`src/rtl/counter_sequence_controller.sv`:
```
// counter_sequence_controller
//
// Runs a WIDTH-bit up/down counter through one programmed run.
// A run is started with a start/ready handshake, steps toward a target at a
// prescaled rate, and ends with a one-cycle done pulse.
//
// Optional build macro: AUTO_RELOAD_EN.
//   When defined, DONE reloads the captured start value and begins another run
//   instead of returning to IDLE. The run repeats until abort or reset.
//
// Ports
//   clk       in   system clock, rising edge
//   reset     in   synchronous, active-high reset
//   start     in   run request; accepted only while ready=1
//   ready     out  high in IDLE
//   dir       in   1 = count up, 0 = count down; captured on accepted start
//   load_val  in   initial count; captured on accepted start
//   target    in   terminal count; captured on accepted start
//   pause     in   level; freezes stepping and the prescaler in RUN
//   abort     in   ends the run and returns to IDLE; q holds its value
//   q         out  current count (registered)
//   busy      out  high in RUN
//   done      out  one-cycle pulse, high in DONE
//   wrap      out  one-cycle pulse, high together with the wrapped q value
module counter_sequence_controller #(
  parameter int WIDTH    = 3,
  parameter int PRESCALE = 1
) (
  input  logic             clk,
  input  logic             reset,
  input  logic             start,
  output logic             ready,
  input  logic             dir,
  input  logic [WIDTH-1:0] load_val,
  input  logic [WIDTH-1:0] target,
  input  logic             pause,
  input  logic             abort,
  output logic [WIDTH-1:0] q,
  output logic             busy,
  output logic             done,
  output logic             wrap
);

  // The prescaler needs at least one bit, even when PRESCALE is 1.
  localparam int PW = (PRESCALE > 1) ? $clog2(PRESCALE) : 1;
  localparam logic [PW-1:0] PRESC_MAX = PW'(PRESCALE - 1);

  typedef enum logic [1:0] {
    S_IDLE = 2'd0,
    S_RUN  = 2'd1,
    S_DONE = 2'd2
  } state_t;

  state_t           state_q, state_d;
  logic [WIDTH-1:0] q_q, q_d;
  logic [PW-1:0]    presc_q, presc_d;
  logic             wrap_q, wrap_d;
  logic             dir_q, dir_d;
  logic [WIDTH-1:0] load_q, load_d;
  logic [WIDTH-1:0] target_q, target_d;

  // Value that q takes if a step happens this cycle.
  logic [WIDTH-1:0] step_val;
  assign step_val = dir_q ? (q_q + WIDTH'(1)) : (q_q - WIDTH'(1));

  // State register.
  always_ff @(posedge clk) begin
    if (reset) begin
      state_q  <= S_IDLE;
      q_q      <= '0;
      presc_q  <= '0;
      wrap_q   <= 1'b0;
      dir_q    <= 1'b0;
      load_q   <= '0;
      target_q <= '0;
    end else begin
      state_q  <= state_d;
      q_q      <= q_d;
      presc_q  <= presc_d;
      wrap_q   <= wrap_d;
      dir_q    <= dir_d;
      load_q   <= load_d;
      target_q <= target_d;
    end
  end

  // Next-state and datapath logic. abort outranks start and stepping.
  always_comb begin
    state_d  = state_q;
    q_d      = q_q;
    presc_d  = presc_q;
    wrap_d   = 1'b0;
    dir_d    = dir_q;
    load_d   = load_q;
    target_d = target_q;
    case (state_q)
      S_IDLE: begin
        if (start && !abort) begin
          dir_d    = dir;
          load_d   = load_val;
          target_d = target;
          q_d      = load_val;
          presc_d  = '0;
          state_d  = (load_val == target) ? S_DONE : S_RUN;
        end
      end
      S_RUN: begin
        if (abort) begin
          state_d = S_IDLE;
        end else if (!pause) begin
          if (presc_q == PRESC_MAX) begin
            presc_d = '0;
            q_d     = step_val;
            // Wrap is flagged on the step that crosses the all-ones/zero seam.
            wrap_d  = dir_q ? (q_q == {WIDTH{1'b1}}) : (q_q == '0);
            if (step_val == target_q) state_d = S_DONE;
          end else begin
            presc_d = presc_q + PW'(1);
          end
        end
      end
      S_DONE: begin
        if (abort) begin
          state_d = S_IDLE;
        end else begin
`ifdef AUTO_RELOAD_EN
          q_d     = load_q;
          presc_d = '0;
          state_d = (load_q == target_q) ? S_DONE : S_RUN;
`else
          state_d = S_IDLE;
`endif
        end
      end
      default: state_d = S_IDLE;
    endcase
  end

  // Output decode.
  always_comb begin
    ready = (state_q == S_IDLE);
    busy  = (state_q == S_RUN);
    done  = (state_q == S_DONE);
    q     = q_q;
    wrap  = wrap_q;
  end

endmodule

```
`config.mk`:
```
export PLATFORM = sky130hd
export DESIGN_NAME = counter_sequence_controller
export DESIGN_NICKNAME = d
export VERILOG_FILES = /design/src/rtl/counter_sequence_controller.sv
export SDC_FILE = /design/constraint.sdc
export NUM_CORES = 1
export LEC_CHECK = 0
export CORE_AREA = 2 2 39 41
export CTS_BUF_LIST = sky130_fd_sc_hd__clkbuf_16
export CTS_CLUSTER_SIZE = 8
export DETAILED_ROUTE_END_ITERATION = 10
export DIE_AREA = 0 0 41 43
export DONT_BUFFER_PORTS = 1
export PLACE_DENSITY_LB_ADDON = 0.25
export SYNTH_ARGS = -nofsm -noshare
export SYNTH_HDL_FRONTEND = slang
export SYNTH_SLANG_ARGS = --single-unit
```
`constraint.sdc`:
```
create_clock -name clk -period 4.4 [get_ports clk]
set_clock_uncertainty 0.15 [all_clocks]
set_input_delay 1.1 -clock clk [delete_from_list [all_inputs] [get_ports clk]]
set_output_delay 1.1 -clock clk [all_outputs]
set_load 0.1 [all_outputs]
```
==> results of run 1 <==
[state kept, by name (all words and copies together) (netlist names)]
signal,flops
dir_q,1
wrap,1
q,3
state_q,2
target_q,3
[metrics by stage]
step	hold slack (ns)	util (%)	area (um2)
floorplan	0.331	-	594
global placement	0.349	45.3	627
detailed placement	0.356	45.3	627
CTS	0.366	50.7	702
global route	0.386	50.7	702
finish	0.363	50.7	702
[worst min-delay path by stage]
stage	from	end	slack (ns)	cells past startpoint
after detailed placement	target_q[2]$_SDFFE_PP0P_	target_q[2]$_SDFFE_PP0P_	0.36	2
after CTS	target_q[2]$_SDFFE_PP0P_	target_q[2]$_SDFFE_PP0P_	0.37	2
final	target_q[1]$_SDFFE_PP0P_	target_q[1]$_SDFFE_PP0P_	0.36	2
after floorplan	target_q[2]$_SDFFE_PP0P_	target_q[2]$_SDFFE_PP0P_	0.33	2
after global placement	target_q[2]$_SDFFE_PP0P_	target_q[2]$_SDFFE_PP0P_	0.35	2
after global routing	target_q[2]$_SDFFE_PP0P_	target_q[2]$_SDFFE_PP0P_	0.39	2
[worst register-to-register path, cell delays in order, from the launching register on]
cell,delay [ns]
dfxtp_1,1.03
xnor3_1,0.50
xor2_1,0.19
nand2_1,0.08
a22o_1,0.22
[routing by layer]
metal / vias up / wire, um
li1: 242 / -
met1: 219 / 514
met2: 15 / 549
met3: 2 / 117
met4: 0 / 13
met5: - / 0
[layout by cell type (no fill, tap or decap), types with 2 or more instances in the layout]
cell,n
buf_4,2
nand3_1,2
a211oi_1,2
nor2_1,11
a21oi_1,5
xnor2_1,5
inv_1,3
clkbuf_16,3
dfxtp_1,10
mux2i_1,5
nand2b_1,4
[cells by family after synthesis]
| family | after synthesis |
|---|---|
| AO/OA/AOI/OAI | 13 |
| XOR/XNOR | 7 |
| adder cells (fa/ha/maj) | 1 |
| buffers and inverters | 5 |
| flip-flops | 10 |
| multiplexers | 5 |
| AND/OR/NAND/NOR | 26 |
[power by group]
group	leakage [nW]	total, mW	switching [mW]	internal [mW]
sequential	0.0818	0.117	0.0182	0.0983
combinational	0.144	0.104	0.0720	0.0322
clock	0.0370	0.158	0.0399	0.118
total	0.263	0.378	0.130	0.248
[cell type report]
type / count / area [um2] / area share [%]
Inverter: 3 / 11.3 / 1.60
Timing Repair Buffer: 2 / 15.0 / 2.14
Clock buffer: 3 / 75.1 / 10.7
Sequential cell: 10 / 200 / 28.5
Tap cell: 16 / 20.0 / 2.85
Multi-Input combinational cell: 52 / 380 / 54.2
==> impl_metrics.env, run 1 <==
export IMPL_io_pins=19
export IMPL_synth_flop_cell="dfxtp_1"
export IMPL_synth_area_leaders="dfxtp_1 (34%), mux2i_1 (8.4%), nor2_1 (7.6%), xnor2_1 (7.4%), a21oi_1 (4.2%)"
export IMPL_seq_area_frac_synth_pct=33.7
export IMPL_cts_setup_buffers=0
export IMPL_crit_start="state_q[1]$_SDFFE_PP0P_"
export IMPL_htreeDepth=1
export IMPL_rsz0062_at_grt="false"
export IMPL_synthToLayoutAreaGrowth_pct=18.1
export IMPL_relSlewSlack_pct=25.5
export IMPL_core_um2=1380
export IMPL_endpoint="done"
export IMPL_ant_nets=0
export IMPL_r2r_end="state_q[0]$_SDFFE_PP0P_"
export IMPL_cts_tree="yes"
export IMPL_wl_um=1200
export IMPL_synth_edf_count=0
export IMPL_fill_cells=131
export IMPL_antenna_cells=0
export IMPL_rrSetupSlack_ns=2.13
export IMPL_drive_gt1_share_pct=12.9
export IMPL_grtUsageMet1_pct=20.1
export IMPL_yosysMostFrequentCell="nor2_1"
export IMPL_synth_top_area_share_pct=33.7
export IMPL_ys_seq_elements=10
export IMPL_die_y_um=43
export IMPL_holdBufCountCts=0
export IMPL_grtUsageMet3_pct=10.5
export IMPL_yosys_area_share_adder_pct=3.37
export IMPL_fin_cells=86
export IMPL_power_mw=0.378
export IMPL_cap_violations=0
export IMPL_worst_r2r_path_depth=4
export IMPL_synth_compound_area_share_pct=16.2
export IMPL_ys_warn_count=0
export IMPL_clock_latency_ns=0.23
export IMPL_grt_util_met2_pct=23.1
export IMPL_grt_util_all_layers_pct=16.9
export IMPL_worst_slack_ns=1.49
export IMPL_drcViolationCount=0
export IMPL_numCtsBuffers=3
export IMPL_leakagePower_nw=0.263
export IMPL_avgSynthCellArea_um2=8.87
export IMPL_cts_root_buf="clkbuf_16"
export IMPL_vias=478
export IMPL_status="complete, no violations"
export IMPL_async_flop_share_pct=0
export IMPL_slowest_delay_ns=0.92
export IMPL_netlist_area_um2=594
export IMPL_synth_top_family_by_area="simple AND/OR/NAND/NOR gates"
export IMPL_die_area_um2=1760
export IMPL_fmax_mhz=344
export IMPL_initial_core_util_pct=42.9
export IMPL_worstHoldPathType="reg2reg"
export IMPL_crit_slowest_cell="nor2b_2"
export IMPL_wire_per_inst_um=13.9
export IMPL_min_period_over_period_pct=66.1
export IMPL_cp_top_family="simple AND/OR/NAND/NOR gates"
export IMPL_setup_tns_ns=0
export IMPL_cp_arrival_ns=1.66
export IMPL_r2r_start="q[2]$_SDFFE_PP0P_"
export IMPL_final_hold_viol_count=0
export IMPL_synth_mux_area_share_pct=8.42
export IMPL_post_cts_resized=0
export IMPL_viasPerCell=5.56
export IMPL_tightest_slew_ns=1.12
export IMPL_clock_sinks=10
export IMPL_setup_viol=0
export IMPL_cp_end_kind="output pin"
export IMPL_synthDistinctLibCells=26
export IMPL_critPathKind="reg2out"
export IMPL_yosys_top_cells_count="nor2_1 (12), dfxtp_1 (10), a21oi_1 (5), mux2i_1 (5), xnor2_1 (5)"
export IMPL_path_clk_slew_ns=0.04
export IMPL_slew_viol_final=0
export IMPL_cp_required_ns=3.15
export IMPL_crit_fanout=8
export IMPL_synthXorXnorAreaFrac_pct=12.6
export IMPL_io_buffers=0
export IMPL_grt_first_pass_wirelength_um=1930
export IMPL_grt_max_degree=11
export IMPL_ir_worst_vdd_mv=0.428
export IMPL_period_needed_ns=2.91
export IMPL_antenna_found_initial=0
export IMPL_pre_cts_ws_ns=1.74
export IMPL_rows=14
export IMPL_hpwl_um=924
export IMPL_syn_inst=67
export IMPL_grt_pass1_vias=465
export IMPL_place_congestion=0.705
export IMPL_drt_pass1_iterations=3
export IMPL_crit_cells=1
export IMPL_power_density_nw_per_um2=539
export IMPL_path_cells="nor2b_2"
export IMPL_dp_cells=83
export IMPL_start_kind="flip-flop"
export IMPL_finalNetCount=85
export IMPL_synth_top_cell_by_area="dfxtp_1"
export IMPL_busiest_layer="met2"
export IMPL_postSynthNetCount=80
export IMPL_drt_iter0_drc=1
export IMPL_clk_path_buf_depth=2
export IMPL_crit_buf_inv=0
export IMPL_synth_simple_gate_area_share_pct=22.5
export IMPL_overflow=0
export IMPL_die_w_um=41
(Power assumes the default switching activity.)
==> inputs of run 2 (changes only) <==
clock period = 2.65 ns   (was 4.4 ns; I/O delays follow)
==> run 2 against run 1 <==
  * Setup slack lost 1.0 ns
  * Global-route usage grew 0.36 points
  * Clock-buffer cell count is the same
==> impl_metrics.env, run 2 (synthesis results as in run 1) <==
export IMPL_status="complete, no violations"
export IMPL_rrSetupSlack_ns=0.82
export IMPL_critPathKind="reg2out"
export IMPL_cp_end_kind="output pin"
export IMPL_clock_sinks=10
export IMPL_clock_latency_ns=0.24
export IMPL_vias=484
export IMPL_cp_required_ns=1.84
export IMPL_cts_root_buf="clkbuf_16"
export IMPL_numCtsBuffers=3
export IMPL_cts_tree="yes"
export IMPL_antenna_cells=0
export IMPL_ir_worst_vdd_mv=0.423
export IMPL_grt_max_degree=11
export IMPL_grt_first_pass_wirelength_um=1970
export IMPL_r2r_end="state_q[0]$_SDFFE_PP0P_"
export IMPL_drt_iter0_drc=3
export IMPL_finalNetCount=90
export IMPL_wl_um=1190
export IMPL_power_density_nw_per_um2=864
export IMPL_setup_viol=0
export IMPL_drcViolationCount=0
export IMPL_fin_cells=92
export IMPL_grt_pass1_vias=471
export IMPL_path_clk_slew_ns=0.04
export IMPL_relSlewSlack_pct=70.5
export IMPL_io_pins=19
export IMPL_core_um2=1380
export IMPL_endpoint="busy"
export IMPL_ant_nets=0
export IMPL_r2r_start="q[0]$_SDFFE_PP0P_"
export IMPL_period_needed_ns=2.17
export IMPL_holdBufCountCts=0
export IMPL_grt_util_all_layers_pct=17.2
export IMPL_slew_viol_final=0
export IMPL_start_kind="flip-flop"
export IMPL_die_w_um=41
export IMPL_rows=14
export IMPL_worstHoldPathType="in2reg"
export IMPL_clk_path_buf_depth=2
export IMPL_synthToLayoutAreaGrowth_pct=25.1
export IMPL_leakagePower_nw=0.291
export IMPL_final_cell_mix="nor2_1 (11), dfxtp_1 (10), buf_4 (7)"
export IMPL_fmax_mhz=461
export IMPL_antenna_found_initial=0
export IMPL_initial_core_util_pct=42.9
export IMPL_htreeDepth=1
export IMPL_hpwl_um=963
export IMPL_die_area_um2=1760
export IMPL_drive_gt1_share_pct=18.4
export IMPL_whs_ns=0.345
export IMPL_worst_r2r_path_depth=6
export IMPL_final_common_cell="nor2_1"
export IMPL_overflow=0
export IMPL_cap_violations=0
export IMPL_viasPerCell=5.26
export IMPL_crit_fanout=8
export IMPL_post_cts_resized=0
export IMPL_crit_start="state_q[1]$_SDFFE_PP0P_"
export IMPL_drt_pass1_iterations=4
export IMPL_die_y_um=43
export IMPL_cts_setup_buffers=0
export IMPL_final_hold_viol_count=0
export IMPL_tightest_slew_ns=0.441
export IMPL_cp_arrival_ns=1.36
export IMPL_io_buffers=0
export IMPL_wire_per_inst_um=12.9
export IMPL_min_period_over_period_pct=81.9
export IMPL_setup_tns_ns=0
export IMPL_dp_cells=88
export IMPL_place_congestion=0.833
export IMPL_rsz0062_at_grt="false"
## run 2: metrics by stage
stage	setup WS, ns	power, mW	cell area, um2	util, %
4_1_cts	0.482	0.649	743	53.7
3_3_place_gp	0.757	0.379	664	48.0
5_1_grt	0.393	0.669	743	53.7
6_report	0.480	0.642	743	53.7
3_5_place_dp	0.731	0.380	664	48.0
2_1_floorplan	0.0305	0.348	597	-
## run 2: final cells by class
class                           count  area [um2]
Clock buffer                        3        75.1
Clock inverter                      1        3.75
Fill cell                         136         641
Inverter                            3        11.3
Multi-Input combinational cell     52         380
Sequential cell                    10         200
Tap cell                           16        20.0
Timing Repair Buffer                7        52.6
## run 2: where the power goes
group | switching (mW) | internal [mW] | total, mW
logic | 0.137 | 0.0626 | 0.199
registers | 0.0145 | 0.163 | 0.178
clock network | 0.0675 | 0.197 | 0.265
total | 0.219 | 0.423 | 0.642
## run 2: per-layer routing
metal  vias to the layer above  routed length (um)  GRT usage (%)
li1                        255                   -              -
met1                       207                 495           17.9
met2                        17                 575           26.9
met3                         5                  89           7.85
met4                         0                  27           10.0
met5                         -                   0              0
## run 2: worst min path at each step
stage	from	endpoint	depth (start not counted)
floorplan	target_q[2]$_SDFFE_PP0P_	target_q[2]$_SDFFE_PP0P_	2
global placement	target_q[0]$_SDFFE_PP0P_	target_q[0]$_SDFFE_PP0P_	2
detailed placement	target_q[2]$_SDFFE_PP0P_	target_q[2]$_SDFFE_PP0P_	2
CTS	reset	dir_q$_SDFFE_PP0P_	1
global route	reset	dir_q$_SDFFE_PP0P_	1
finish	reset	target_q[2]$_SDFFE_PP0P_	1
## run 2: critical path: stages (launching register included)
cell	delay (ns)
dfxtp_1	0.50
nand2b_1	0.28
inv_1	0.09
buf_4	0.24
==> inputs of run 3 (changes only) <==
clock period = 1.8 ns   (was 2.65 ns; I/O delays follow)
==> run 3 against run 2 <==
  * Setup slack lost 0.42 ns
  * Clock power grew 50%
  * Sequential power is 47% higher
  * Power grew 59%
  * Global-route usage up 1.8 points
  * Critical path depth unchanged
  * Routed wire length rose by 13%
  * Critical path type unchanged
==> impl_metrics.env, run 3 (synthesis results as in run 1) <==
export IMPL_io_buffers=0
export IMPL_ir_worst_vdd_mv=0.672
export IMPL_final_hold_viol_count=0
export IMPL_grt_pass1_vias=527
export IMPL_period_needed_ns=1.74
export IMPL_cts_root_buf="clkbuf_16"
export IMPL_fin_area_um2=856
export IMPL_whs_ns=0.125
export IMPL_clk_path_buf_depth=2
export IMPL_path_clk_slew_ns=0.04
export IMPL_slew_viol_final=0
export IMPL_start_kind="flip-flop"
export IMPL_vias=524
export IMPL_utilization_pct=61.8
export IMPL_final_common_cell="nor2_1"
export IMPL_leakagePower_nw=0.321
export IMPL_crit_start="state_q[1]$_SDFFE_PP0P_"
export IMPL_setup_viol=0
export IMPL_slowest_delay_ns=0.40
export IMPL_path_cells="nand2b_4, clkinvlp_4, buf_12"
export IMPL_core_um2=1380
export IMPL_crit_slowest_cell="dfxtp_2"
export IMPL_rrSetupSlack_ns=0.07
export IMPL_numCtsBuffers=3
export IMPL_grt_max_degree=11
export IMPL_r2r_end="state_q[0]$_SDFFE_PP0P_"
export IMPL_crit_fanout=7
export IMPL_antenna_cells=0
export IMPL_drcViolationCount=0
export IMPL_htreeDepth=1
export IMPL_synthToLayoutAreaGrowth_pct=44.0
export IMPL_rows=14
export IMPL_wire_per_inst_um=14.0
export IMPL_die_area_um2=1760
export IMPL_status="complete, no violations"
export IMPL_grt_first_pass_wirelength_um=2190
export IMPL_hpwl_um=1020
export IMPL_endpoint="busy"
export IMPL_worst_slack_ns=0.0631
export IMPL_fmax_mhz=576
export IMPL_ant_nets=0
export IMPL_grt_util_all_layers_pct=19.1
export IMPL_final_cell_mix="nor2_1 (11), buf_4 (8), dfxtp_1 (6)"
export IMPL_r2r_start="q[1]$_SDFFE_PP0P_"
export IMPL_worstHoldPathType="in2reg"
export IMPL_die_y_um=43
export IMPL_cp_end_kind="output pin"
export IMPL_place_congestion=0.833
export IMPL_drive_gt1_share_pct=36.3
export IMPL_io_pins=19
export IMPL_initial_core_util_pct=42.9
export IMPL_cap_violations=0
export IMPL_cp_required_ns=1.20
export IMPL_overflow=0
export IMPL_min_period_over_period_pct=96.5
export IMPL_critPathKind="reg2out"
export IMPL_cp_arrival_ns=1.14
export IMPL_rsz0062_at_grt="false"
export IMPL_power_density_nw_per_um2=1190
export IMPL_power_mw=1.02
export IMPL_clock_latency_ns=0.24
export IMPL_finalNetCount=94
export IMPL_clock_sinks=10
export IMPL_tightest_slew_ns=0.460
export IMPL_relSlewSlack_pct=69.2
export IMPL_die_w_um=41
export IMPL_viasPerCell=5.46
export IMPL_antenna_found_initial=0
export IMPL_cts_tree="yes"
export IMPL_wl_um=1340
export IMPL_pre_cts_ws_ns=0.0434
export IMPL_drt_iter0_drc=12
export IMPL_drt_pass1_iterations=4
export IMPL_worst_r2r_path_depth=6
export IMPL_cts_setup_buffers=0
export IMPL_postPlaceCellArea_um2=757
-- run 3: cell count changes in the layout (fill, tap and decap cells not counted), moves of 2 or more --
| cell | change |
|---|---|
| dfxtp_1 | -4 |
| buf_12 | +3 |
| dfxtp_4 | +2 |
| dfxtp_2 | +2 |
| inv_1 | -3 |
-- run 3: routing by layer --
layer	track usage (%)	vias to the layer above	wire, um
met5	0	-	0
li1	-	260	-
met2	28.7	17	680
met4	14.0	0	17
met1	22.3	245	573
met3	4.19	2	71
-- run 3: metrics by stage --
| step | cells | setup TNS [ns] |
|---|---|---|
| after global routing | 96 | 0 |
| after detailed placement | 92 | 0 |
| final | 96 | 0 |
| after global placement | 92 | 0 |
| after floorplan | 67 | -0.200 |
| after CTS | 96 | 0 |
-- run 3: critical path: cells and delay by family, from the launching register on --
kind | cells | cell delay (ns)
DFF | 1 | 0.40
buffers and inverters | 2 | 0.29
and+or+nand+nor | 1 | 0.20
-- run 3: area by class of cell --
cell class / instances / area, um2
Inverter: 3 / 17.5
Clock buffer: 3 / 75.1
Sequential cell: 10 / 210
Multi-Input combinational cell: 52 / 409
Tap cell: 16 / 20.0
Timing Repair Buffer: 11 / 120
Clock inverter: 1 / 3.75
Fill cell: 117 / 528
-- run 3: what timing repair did --
item                                    CTS  global route
resized for setup                         3             2
gates cloned                              0             0
hold buffers                              0             0
pin swaps                                 0             1
endpoints found under the hold margin     0             0
endpoints found under the setup margin    1             1
-- run 3: worst min-delay path by stage --
| stage | depth (start not counted) | from | endpoint |
|---|---|---|---|
| 3_5_place_dp | 2 | target_q[2]$_SDFFE_PP0P_ | target_q[2]$_SDFFE_PP0P_ |
| 6_report | 1 | reset | q[2]$_SDFFE_PP0P_ |
| 2_1_floorplan | 2 | target_q[2]$_SDFFE_PP0P_ | target_q[2]$_SDFFE_PP0P_ |
| 3_3_place_gp | 2 | target_q[0]$_SDFFE_PP0P_ | target_q[0]$_SDFFE_PP0P_ |
| 4_1_cts | 1 | reset | q[2]$_SDFFE_PP0P_ |
| 5_1_grt | 1 | reset | q[2]$_SDFFE_PP0P_ |
-- run 3: report_power, final --
part / leakage [nW] / switching, mW / internal, mW
clock: 0.0385 / 0.107 / 0.291
sequential: 0.0840 / 0.0199 / 0.242
combinational: 0.198 / 0.225 / 0.136
==> edit 1, RTL diff (config.mk and constraints of run 2) <==
The option `AUTO_RELOAD_EN` is turned on by a define.
--- a/src/rtl/counter_sequence_controller.sv
+++ b/src/rtl/counter_sequence_controller.sv
@@ -23,4 +23,6 @@
 //   done      out  one-cycle pulse, high in DONE
 //   wrap      out  one-cycle pulse, high together with the wrapped q value
+`define AUTO_RELOAD_EN
+
 module counter_sequence_controller #(
   parameter int WIDTH    = 3,
Behaviour: not the same (a bounded check fails within 4 cycles, from zero or initial values and one cycle with reset high).
==> edit 1 against run 2 <==
Setup slack improved by 5.5 ps. Critical path depth stayed put. Final area is 37% higher. Routed wire length increased by 52%. Synthesized cell count up 39%. Final cell count is 28% higher. Sequential cell count grew 3. Sequential share of layout area decreased by 1.4 points. Worst hold slack got worse by 9.7 ps. Register-to-register slack lost 60 ps. Core utilization grew 20 points. Synthesized area rose by 47%. Power up 100%.
==> edit 1: results (changes against run 2) <==
[place]
place_congestion = 0.845  ; +1.5%
pre_cts_ws_ps = 735  ; +4.37 ps
place_area_um2 = 940  ; +41%
hpwl_um = 1310  ; +36%

[synthesis]
synth_commonest_cells = dfxtp_1, nor2_1, mux2i_1, inv_1
seq_area_frac_synth = 0.297  ; -0.0397
synth.area.top_cells = dfxtp_1, mux2i_1, ha_1, nor2_1, xnor2_1
syn-num-nets = 110  ; +38%
yosysTopAreaCellShare = 0.297  ; -0.0397
ys.flop_type = dfxtp_1
yosysUniqueCellTypes = 31  ; +19%

[routing]
viasPerCell = 5.92  ; +13%
drt-initial-drc-count = 24  ; +21
wl_per_cell_um = 15.3  ; +19%

[clock_tree]
clock_latency_ps = 250
clk_path_buf_depth = 2  ; unchanged

[global_routing]
grt_max_degree = 15  ; +4
antenna_found_initial = 0  ; unchanged
grt_pass1_wl_um = 2910  ; +48%
grt_use_total = 0.258  ; +0.0857
grt_pass1_vias = 666  ; +41%

[power]
ir_worst_vdd_mv = 0.854  ; +100%
power_leakage_uw = 0.000444  ; +53%

[setup_path]
crit_path_max_fanout = 5  ; -3
reg2reg_depth = 5  ; -1
reg2reg_from = dir_q
crit_arrival_ps = 1350

[min_path]
min_path_cells = 1  ; unchanged

[cells_and_area]
antenna_cells = 0  ; unchanged
final_nets = 120  ; +33%
drive_above_1_share = 0.137  ; -0.0470
fillerInstances = 101  ; -26%

[run_status]
status = finished, final reports clean

[sta]
worst_pin_slew_ps = 486  ; +45.0 ps

[edit 1: changes by cell type after synthesis, moves of 2 or more]
| cell | run 2 | this run |
|---|---|---|
| mux2i_1 | 5 | 11 |
| ha_1 | 0 | 4 |
| dfxtp_1 | 10 | 13 |
| inv_1 | 3 | 6 |
| nand2_1 | 1 | 4 |
| xor2_1 | 1 | 4 |
| a211oi_1 | 2 | 0 |
| a21oi_1 | 5 | 3 |
| a31oi_1 | 0 | 2 |
| nand3_1 | 2 | 0 |
| o211ai_1 | 0 | 2 |
[edit 1: report_power, final]
part           internal, uW  total, uW  switching, uW
registers               236        271           35.1
logic                   251        758            506
clock network           199        283           84.3
[edit 1: final cells by class]
| type | count | area share |
|---|---|---|
| inverter | 6 | 0.0221 |
| clock buffer | 3 | 0.0737 |
| clock inverter | 1 | 0.00369 |
| timing repair buffer | 7 | 0.0516 |
| sequential | 13 | 0.256 |
| tap | 16 | 0.0197 |
| multi-input combinational | 72 | 0.574 |
[edit 1: cell families after synthesis]
family	after synthesis	synth area share
fa+ha+maj	5	0.0800
simple gates	30	0.174
compound gates	16	0.171
mux	11	0.126
xor+xnor	10	0.116
buf+inv	8	0.0357
flops	13	0.297
[edit 1: layer usage]
metal  share of wire  up-vias  track usage
met5               0        -            0
met4           0.022        0        0.140
met3           0.066        5       0.0838
met2            0.47       20        0.378
met1            0.44      333        0.322
li1                -      341            -
[edit 1: critical path, stage by stage, from the launching register on]
cell     delay, ps
dfxtp_1        330
inv_1           80
ha_1           320
buf_4          360
[edit 1: path summary, 6_finish.rpt]
check | slack, ps | to
worst max-delay path | 490 | ready
worst min-delay path | 330 | q[2]
worst max register to register | 760 | state_q[1]
worst min register to register | 370 | state_q[1]
[edit 1: through the flow]
stage | util | power (uW) | std cells | hold WS, ps
final | 0.736 | 1310 | 118 | 335
after global routing | 0.736 | 1370 | 118 | 331
after CTS | 0.736 | 1320 | 118 | 335
after detailed placement | 0.679 | 1030 | 114 | 363
after global placement | 0.679 | 1020 | 114 | 353
after floorplan | - | 915 | 93 | 334
==> edit 2, RTL diff (settings of run 2) <==
Made on the original files. Add an input register stage for `target`; this delays it by one clock. The other inputs are not delayed to match.
--- a/src/rtl/counter_sequence_controller.sv
+++ b/src/rtl/counter_sequence_controller.sv
@@ -52,4 +52,10 @@
   } state_t;
 
+  logic [WIDTH-1:0] target_r;
+
+  always_ff @(posedge clk) begin
+    target_r <= target;
+  end
+
   state_t           state_q, state_d;
   logic [WIDTH-1:0] q_q, q_d;
@@ -99,8 +105,8 @@
           dir_d    = dir;
           load_d   = load_val;
-          target_d = target;
+          target_d = target_r;
           q_d      = load_val;
           presc_d  = '0;
-          state_d  = (load_val == target) ? S_DONE : S_RUN;
+          state_d  = (load_val == target_r) ? S_DONE : S_RUN;
         end
       end
Formal check against the unedited RTL: not equivalent (Yosys sat finds a counterexample within 4 cycles, from zero or initial values and one cycle with reset high).
==> edit 2 against run 2 <==
Setup slack better by 67 ps. Sequential cell count is 3 higher. Synthesized area is 16% higher. Count of clock-buffer cells in the layout stayed put. Power is 13% higher. Final area is 12% higher. Routed wire length is 6.8% higher. Critical path type unchanged. Largest power group unchanged. Highest routed layer unchanged.
==> edit 2: results (changes against run 2) <==
[sta]
holdWs_ps = 295  ; -49.7 ps
max_slew_margin = 0.674  ; -0.0305

[synthesis]
syn-num-nets = 82  ; +2.5%
yosysWarnings = 0  ; unchanged
seq_area_frac_synth = 0.379  ; +0.0420
synth_commonest_cells = dfxtp_1, nor2_1, xnor2_1, a21oi_1, mux2i_1
synth.area.top_cells = dfxtp_1, xnor2_1, mux2i_1, nor2_1, a21oi_1
yosysUniqueCellTypes = 33  ; +27%

[place]
place_area_um2 = 751  ; +13%
place_congestion = 0.737  ; -12%
hpwl_um = 1010  ; +4.6%

[min_path]
min_path_cells = 0  ; -1
worst_hold_startpoint = target[1]
hold_end = target_r[1]

[global_routing]
grt_pass1_vias = 515  ; +9.3%
grt_use_total = 0.177  ; +0.00442
grt_pass1_wl_um = 2050  ; +3.9%

[power]
ir_worst_vdd_mv = 0.563  ; +33%
power_leakage_uw = 0.000302  ; +3.9%

[routing]
drt-initial-drc-count = 9  ; +6
dr.pass1.iters = 2  ; -2
viasPerCell = 5.59  ; +6.2%
wl_per_cell_um = 13.5  ; +4.5%

[cells_and_area]
fillerInstances = 124  ; -8.8%
drive_above_1_share = 0.282  ; +0.0978
final_nets = 92  ; +2.2%

[setup_path]
reg2reg_to = state_q[1]
crit_arrival_ps = 1290  ; -70 ps

[run_status]
status = finished, final reports clean

[clock_tree]
clk_path_buf_depth = 2  ; unchanged

edit 2: cells by family (layout without fill, tap and decap cells):
group	after synthesis	after routing	synth area share
buffers and inverters	4	13	0.0219
adder cells (fa/ha/maj)	1	1	0.0291
flip-flops	13	13	0.379
XOR/XNOR	8	8	0.113
AND/OR/NAND/NOR	24	24	0.222
multiplexers	4	4	0.0583
AO/OA/AOI/OAI	15	15	0.177
edit 2: worst max-delay path by stage:
stage          cells after the start       start    endpoint
4_1_cts                            3  state_q[0]        busy
2_1_floorplan                      6        q[0]  state_q[1]
6_report                           3  state_q[0]        busy
3_3_place_gp                       3  state_q[0]        busy
3_5_place_dp                       3  state_q[0]        busy
5_1_grt                            3  state_q[0]        busy
edit 2: worst register-to-register path, cell delays in order (launching register included):
cell and delay, ps:
dfxtp_1 320, inv_1 80, fa_1 470, xor2_2 180, xnor2_1 220, nor4_2 70
o31a_1 230
edit 2: per-stage QoR:
step	power (uW)	cells	worst slack, ps	util
after floorplan	416	69	21.8	-
after global placement	448	90	844	0.542
after CTS	731	94	554	0.600
after detailed placement	449	90	828	0.542
final	724	94	547	0.600
after global routing	758	94	496	0.600
edit 2: routing by layer:
layer	vias to the layer above	track usage	part of all wire
met2	18	0.256	0.45
met5	-	0	0
met4	0	0.120	0.020
met3	4	0.0524	0.076
li1	263	-	-
met1	240	0.214	0.45
edit 2: layout make-up:
class | count | share of cell area
Inverter | 3 | 0.0136
Clock inverter | 1 | 0.00602
Clock buffer | 3 | 0.0904
Tap cell | 16 | 0.0241
Timing Repair Buffer | 6 | 0.0542
Multi-Input combinational cell | 52 | 0.498
Sequential cell | 13 | 0.313
edit 2: report_power, final:
part           total (uW)  internal, uW  switching [uW]
clock                 279           200            78.7
sequential            228           211            16.2
combinational         218          68.1             150
total                 724           480             245
